--- src/rtl/noc_local_rx_checker.sv ---
// noc_local_rx_checker: ejection-port flit buffer plus framing/destination/sequence checker.
// Optional feature: define NOC_RX_SEQ_CHECK_EN to enable payload sequence checking (err_seq).

// Generic single-clock FIFO, registered occupancy.
// Latency: a pushed entry is poppable from the next cycle; no bypass path.
// Backpressure: in_rdy = !full from the count register only; full never accepts, even while popping.
module noc_rx_fifo #(
    parameter int W     = 8,
    parameter int DEPTH = 4
) (
    input  logic         clk,
    input  logic         rst_n,
    input  logic         in_vld,
    output logic         in_rdy,
    input  logic [W-1:0] in_dat,
    output logic         out_vld,
    input  logic         out_rdy,
    output logic [W-1:0] out_dat
);
    localparam int AW = $clog2(DEPTH);

    logic [W-1:0]  mem [DEPTH];
    logic [AW-1:0] wr_ptr;
    logic [AW-1:0] rd_ptr;
    logic [AW:0]   cnt;
    logic          push;
    logic          pop;

    assign in_rdy  = (cnt != (AW+1)'(DEPTH));
    assign out_vld = (cnt != '0);
    assign out_dat = mem[rd_ptr];
    assign push    = in_vld && in_rdy;
    assign pop     = out_vld && out_rdy;

    always_ff @(posedge clk) begin
        if (push) begin
            mem[wr_ptr] <= in_dat;
        end
    end

    // DEPTH is a power of two, so the pointers wrap naturally.
    always_ff @(posedge clk or negedge rst_n) begin
        if (!rst_n) begin
            wr_ptr <= '0;
            rd_ptr <= '0;
            cnt    <= '0;
        end else begin
            if (push) wr_ptr <= wr_ptr + AW'(1);
            if (pop)  rd_ptr <= rd_ptr + AW'(1);
            case ({push, pop})
                2'b10:   cnt <= cnt + (AW+1)'(1);
                2'b01:   cnt <= cnt - (AW+1)'(1);
                default: cnt <= cnt;
            endcase
        end
    end
endmodule


--- config.mk ---
export PLATFORM = sky130hd
export DESIGN_NAME = noc_rx_fifo
export DESIGN_NICKNAME = d
export VERILOG_FILES = /design/src/rtl/noc_local_rx_checker.sv
export SDC_FILE = /design/constraint.sdc
export NUM_CORES = 1
export LEC_CHECK = 0
export ABC_AREA = 1
export CORE_ASPECT_RATIO = 1.5
export CORE_UTILIZATION = 54
export CTS_CLUSTER_SIZE = 16
export DETAILED_ROUTE_END_ITERATION = 12
export PLACE_DENSITY = 0.78
export SLEW_MARGIN = 20
export SYNTH_ARGS = -nofsm -noshare
export SYNTH_HDL_FRONTEND = slang
export SYNTH_SLANG_ARGS = --single-unit
--- constraint.sdc ---
create_clock -name clk -period 1.9 [get_ports clk]
set_clock_uncertainty 0.15 [all_clocks]
set_input_delay 0.285 -clock clk [delete_from_list [all_inputs] [get_ports clk]]
set_output_delay 0.285 -clock clk [all_outputs]
set_load 0.01 [all_outputs]
==> flow_summary.yaml, run 1 <==
outcome:
  status: "complete, no violations"
synthesis:
  syn_inst: 152
  synth_nets: 170
  synth_area_per_cell_sq_um: 11.5
  ys.flop_type: "edfxtp_1"
  seq_area_frac_synth: 0.651
  synthesis.area_sq_um: 1740
  synthArstFlopShare: 0.179
  synth_cell_types: 18
  synthTopCellsByCount: "nand2_1, edfxtp_1, inv_1"
  yosysWarnings: 0
  synth.area.top_cells: "edfxtp_1, dfrtp_1, nand2_1"
  yosys.area.top_type: "edfxtp_1"
  synth_top_area_share: 0.551
  ys_ff_latch: 39
  yosysMostFrequentCell: "nand2_1"
  synth-edff-count: 32
sta:
  worst_hold_slack_ns: 0.112
  fin_crit_ns: 1.89
  tightest_slew_ns: 0.350
  fmax_mhz: 530
  hold_viol: 0
  finalSetupViolCount: 0
  max_slew_margin: 0.766
  slew_violations: 0
  fin_crit_sh: 0.992
hold_path:
  hp-class: "input port to async pin"
grt:
  grt_max_degree: 22
  grt_pass1_vias: 1244
  grt.overflow.total: 0
  track_usage: 0.219
  grt_pass1_wl_microns: 5360
  antenna_found_initial: 0
clock_tree:
  cts_made_buffers: 5
  cts.sinks: 39
  cts_tree: "yes"
  cts_hold_buffers: 0
  clockBufferDepth: 2
  htreeDepth: 2
  clk_latency_ns: 0.29
  root_buffer: "clkbuf_8"
  path_clk_slew_ns: 0.07
cells_and_area:
  antennaDiodeCount: 0
  nNetsFinal: 217
  drive_above_1_share: 0.235
  final_area_sq_um: 2250
  multiInputGateArea_sq_um: 459
  fillers: 203
  final_util: 0.748
  area_growth_pct: 28.8
  seqCellArea_sq_um: 1140
die:
  die_w_microns: 48.4
  die_h_microns: 71.6
  io_pins: 22
  core_area_sq_um: 3000
  initial_utilization: 0.581
  die_area_sq_um: 3470
  rows: 24
setup_path:
  critPathArrivalTime_ns: 1.92
  endpoint_kind: "flip-flop"
  crit_fanout: 3
  start_kind: "flip-flop"
  worstPathRequired_ns: 1.93
  critical_path_class: "flip-flop to flip-flop"
routing:
  viasPerCell: 5.30
  antenna_left: 0
  drc_errors: 0
  dr.pass1.iters: 4
  drtIter0Drc: 46
  wl_per_cell_microns: 15.6
  totalWireLength_microns: 3720
  num_vias: 1267
power_and_ir_drop:
  p_leak_nw: 1.00
  ir_drop_v: 0.000987
  power-per-cell-area_nw_per_um2: 1530
  total_power_w: 0.00344
place:
  io_buffers: 21
  dp_hpwl_microns: 2260
  gp_congestion: 0.722
  dpl_cell_area_sq_um: 2080
job:
  drv_cap: 0
-- path summary, 6_finish.rpt --
path | from | to | slack (ns) | depth (start not counted)
setup / recovery | cnt[2] | cnt[2] | 0.01 | 11
max in group asynchronous | rst_n | rd_ptr[1] | 1.23 | 1
hold reg to reg | cnt[1] | cnt[1] | 0.39 | 2
hold / removal | rst_n | cnt[1] | 0.11 | 1
setup reg to reg | cnt[2] | cnt[2] | 0.01 | 11
min in group clk | cnt[1] | cnt[1] | 0.39 | 2
-- registers in the layout, summed over array words and instances (netlist names) --
name	count
wr_ptr	2
cnt	3
mem	32
rd_ptr	2
-- cells by family (layout without fill, tap and decap cells) --
family / count (synthesis) / in the layout / synth area share
XOR/XNOR: 1 / 1 / 0.00502
flip-flops: 39 / 39 / 0.651
buffers and inverters: 36 / 84 / 0.0940
AND/OR/NAND/NOR: 53 / 53 / 0.131
AO/OA/AOI/OAI: 17 / 17 / 0.0717
adder cells (fa/ha/maj): 6 / 6 / 0.0473
-- metrics by stage --
stage / setup TNS [ns] / setup slack, ns / cells
finish: 0 / 0.0147 / 239
global route: -0.101 / -0.0896 / 239
CTS: 0 / 0.0164 / 232
detailed placement: -0.324 / -0.215 / 222
global placement: -0.0843 / -0.0657 / 222
floorplan: 0 / 0.0680 / 152
-- placed cells by master (no fill, tap or decap), drive strengths merged --
cell	synthesis	routed
nand2	41	41
clkdlybuf4s50	0	11
nor2	4	4
dlygate4sd2	0	2
o21ai	1	1
xnor2	1	1
edfxtp	32	32
clkdlybuf4s15	0	1
dfrtp	7	7
ha	5	5
o211ai	16	16
fa	1	1
nand3	7	7
nand4	1	1
inv	32	32
clkinv	0	2
clkbuf	1	15
buf	3	21
-- power by group --
part	internal (W)	leakage [nW]	switching (W)	total (W)
logic	0.000767	0.580	0.000905	0.00167
registers	0.00115	0.378	0.000104	0.00126
clock network	0.000252	0.0426	0.000262	0.000513
total	0.00217	1.00	0.00127	0.00344
-- area by class of cell --
cell class	count	area share
Clock buffer	6	0.0323
Tap cell	39	0.0217
Sequential cell	39	0.506
Timing Repair Buffer	44	0.177
Multi-Input combinational cell	77	0.204
Clock inverter	2	0.00390
Inverter	32	0.0557
-- critical path: stages, from the launching register on --
cell and delay, ns:
dfrtp_1 0.39, inv_1 0.10, nand3_2 0.10, nand2_1 0.08, inv_1 0.06, ha_2 0.18
inv_2 0.05, fa_2 0.35, nand2_2 0.09, nand3_1 0.10, nand2_1 0.08, nand2_1 0.05
-- metal layers --
metal	wire, microns	track usage	vias to the layer above
li1	-	-	596
met1	1280	0.200	602
met2	2130	0.407	54
met3	157	0.0531	15
met4	162	0.170	0
met5	0	0	-
-- what timing repair did --
| action | in CTS | in global routing |
|---|---|---|
| setup buffers | 2 | 4 |
| pin swaps | 0 | 5 |
| setup endpoints to repair | 11 | 10 |
| hold endpoints to repair | 0 | 0 |
| gates resized for setup | 12 | 23 |
| gates cloned | 0 | 3 |
(Power assumes the default switching activity.)
==> run 2: changes to the inputs <==
- CELL_PAD_IN_SITES_DETAIL_PLACEMENT: unset -> 0
- CELL_PAD_IN_SITES_GLOBAL_PLACEMENT: unset -> 1
- CORE_UTILIZATION: 54 -> 43
- CTS_BUF_LIST: unset -> sky130_fd_sc_hd__clkbuf_16
- PLACE_DENSITY: 0.78 -> unset
- PLACE_DENSITY_LB_ADDON: unset -> 0.1
==> flow_summary.yaml, run 2 (synthesis gave the netlist of run 1 again) <==
outcome:
  status: "complete, no violations"
setup_path:
  critical_path_class: "flip-flop to primary output"
  crit_fanout: 8
  start_kind: "flip-flop"
  cpPeakStageDelay_ns: 0.39
  worstPathRequired_ns: 1.46
  endpoint_kind: "primary output"
  crit_slowest_cell: "dfrtp_1"
  critPathArrivalTime_ns: 1.40
  crit_chain: "inv_4 > buf_12 > buf_16 > o211ai_1 > nand2_1 > buf_2"
cells_and_area:
  largest_reg_flops: 32
  drive_above_1_share: 0.222
  largest-register: "mem"
  reg_top3: "mem (32), cnt (3)"
  antennaDiodeCount: 0
  final_common_cell: "nand2_1"
  final_cell_mix: "nand2_1, edfxtp_1, inv_1"
  final_util: 0.600
  nNetsFinal: 215
  final_area_sq_um: 2350
  area_growth_pct: 34.9
grt:
  grt_max_degree: 17
  antenna_found_initial: 0
  grt.overflow.total: 0
  grt_pass1_vias: 1165
  track_usage: 0.185
  grt_pass1_wl_microns: 5300
die:
  die_h_microns: 80
  initial_utilization: 0.445
  core_area_sq_um: 3920
  die_w_microns: 54
  io_pins: 22
  die_area_sq_um: 4320
  rows: 28
power_and_ir_drop:
  total_power_w: 0.00391
  p_leak_nw: 1.05
  power-per-cell-area_nw_per_um2: 1660
  ir_drop_v: 0.00107
place:
  gp_congestion: 0.722
  io_buffers: 21
  dp_hpwl_microns: 2200
  dpl_cell_area_sq_um: 2080
clock_tree:
  htreeDepth: 2
  clk_latency_ns: 0.28
  cts.sinks: 39
  root_buffer: "clkbuf_16"
  cts_tree: "yes"
  path_clk_slew_ns: 0.06
  cts_made_buffers: 5
  clockBufferDepth: 2
sta:
  tightest_slew_ns: 0.365
  slew_violations: 0
  fin_crit_sh: 0.965
  worst_hold_slack_ns: 0.136
  finalSetupViolCount: 0
  hold_viol: 0
  max_slew_margin: 0.756
  rsz0062_at_grt: "true"
  tns_ns: 0
  fmax_mhz: 545
  fin_crit_ns: 1.83
routing:
  num_vias: 1180
  viasPerCell: 4.86
  wl_per_cell_microns: 13.7
  antenna_left: 0
  drc_errors: 0
  dr.pass1.iters: 4
  drtIter0Drc: 41
  totalWireLength_microns: 3320
hold_path:
  hp-class: "input port to async pin"
job:
  drv_cap: 0
-- run 2: path summary, 6_finish.rpt --
| kind | start | endpoint | slack (ns) | cells after the start |
|---|---|---|---|---|
| max | rd_ptr[0] | out_dat[6] | 0.07 | 6 |
| min | rst_n | cnt[1] | 0.14 | 1 |
| max reg2reg | cnt[2] | cnt[1] | 0.10 | 8 |
| min reg2reg | cnt[2] | cnt[2] | 0.38 | 2 |
| max in group asynchronous | rst_n | rd_ptr[1] | 1.20 | 1 |
| min in group clk | cnt[2] | cnt[2] | 0.38 | 2 |
-- run 2: worst max-delay path, delay by kind of cell (launching register included) --
kind,cells,cell delay [ns]
buf+inv,4,0.47
flops,1,0.39
compound gates,1,0.18
simple gates,1,0.09
-- run 2: repair_timing --
item                                    in CTS  in global routing
gates resized for setup                     25                 10
endpoints found under the hold margin        0                  0
pin swaps                                    0                  2
buffers inserted                             2                  3
gates cloned                                 2                  0
endpoints found under the setup margin      10                 10
hold buffers                                 0                  0
-- run 2: area by class of cell --
cell class | count | area, sq um
clock buffers | 5 | 125
clock inverters | 3 | 63.8
fillers | 316 | 1570
inverters | 32 | 123
multi-input cells | 77 | 447
flip-flops and latches | 39 | 1140
well taps | 45 | 56.3
repair buffers | 42 | 403
-- run 2: power by group --
part	switching [W]	total [W]	internal, W
Combinational	0.000839	0.00161	0.000773
Clock	0.000300	0.00105	0.000747
Sequential	0.0000991	0.00125	0.00115
Total	0.00124	0.00391	0.00267
-- run 2: metal layers --
metal | vias to the layer above | part of all wire | routed length, microns | global-route usage
met3 | 5 | 0.039 | 130 | 0.0438
li1 | 593 | - | - | -
met5 | - | 0 | 0 | 0
met1 | 559 | 0.37 | 1240 | 0.190
met2 | 23 | 0.57 | 1890 | 0.332
met4 | 0 | 0.018 | 59 | 0.0923
-- run 2: per-stage QoR --
stage                     std cells  setup slack, ns
after floorplan                 152           0.0680
after global placement          228          -0.0765
after detailed placement        228           -0.151
after CTS                       240          -0.0409
after global routing            243          -0.0186
final                           243           0.0665
==> run 3: changes to the inputs <==
- CAP_MARGIN: unset -> 0
==> results of run 3 <==
No change in the layout: final DEF, timing and power equal those of run 2.
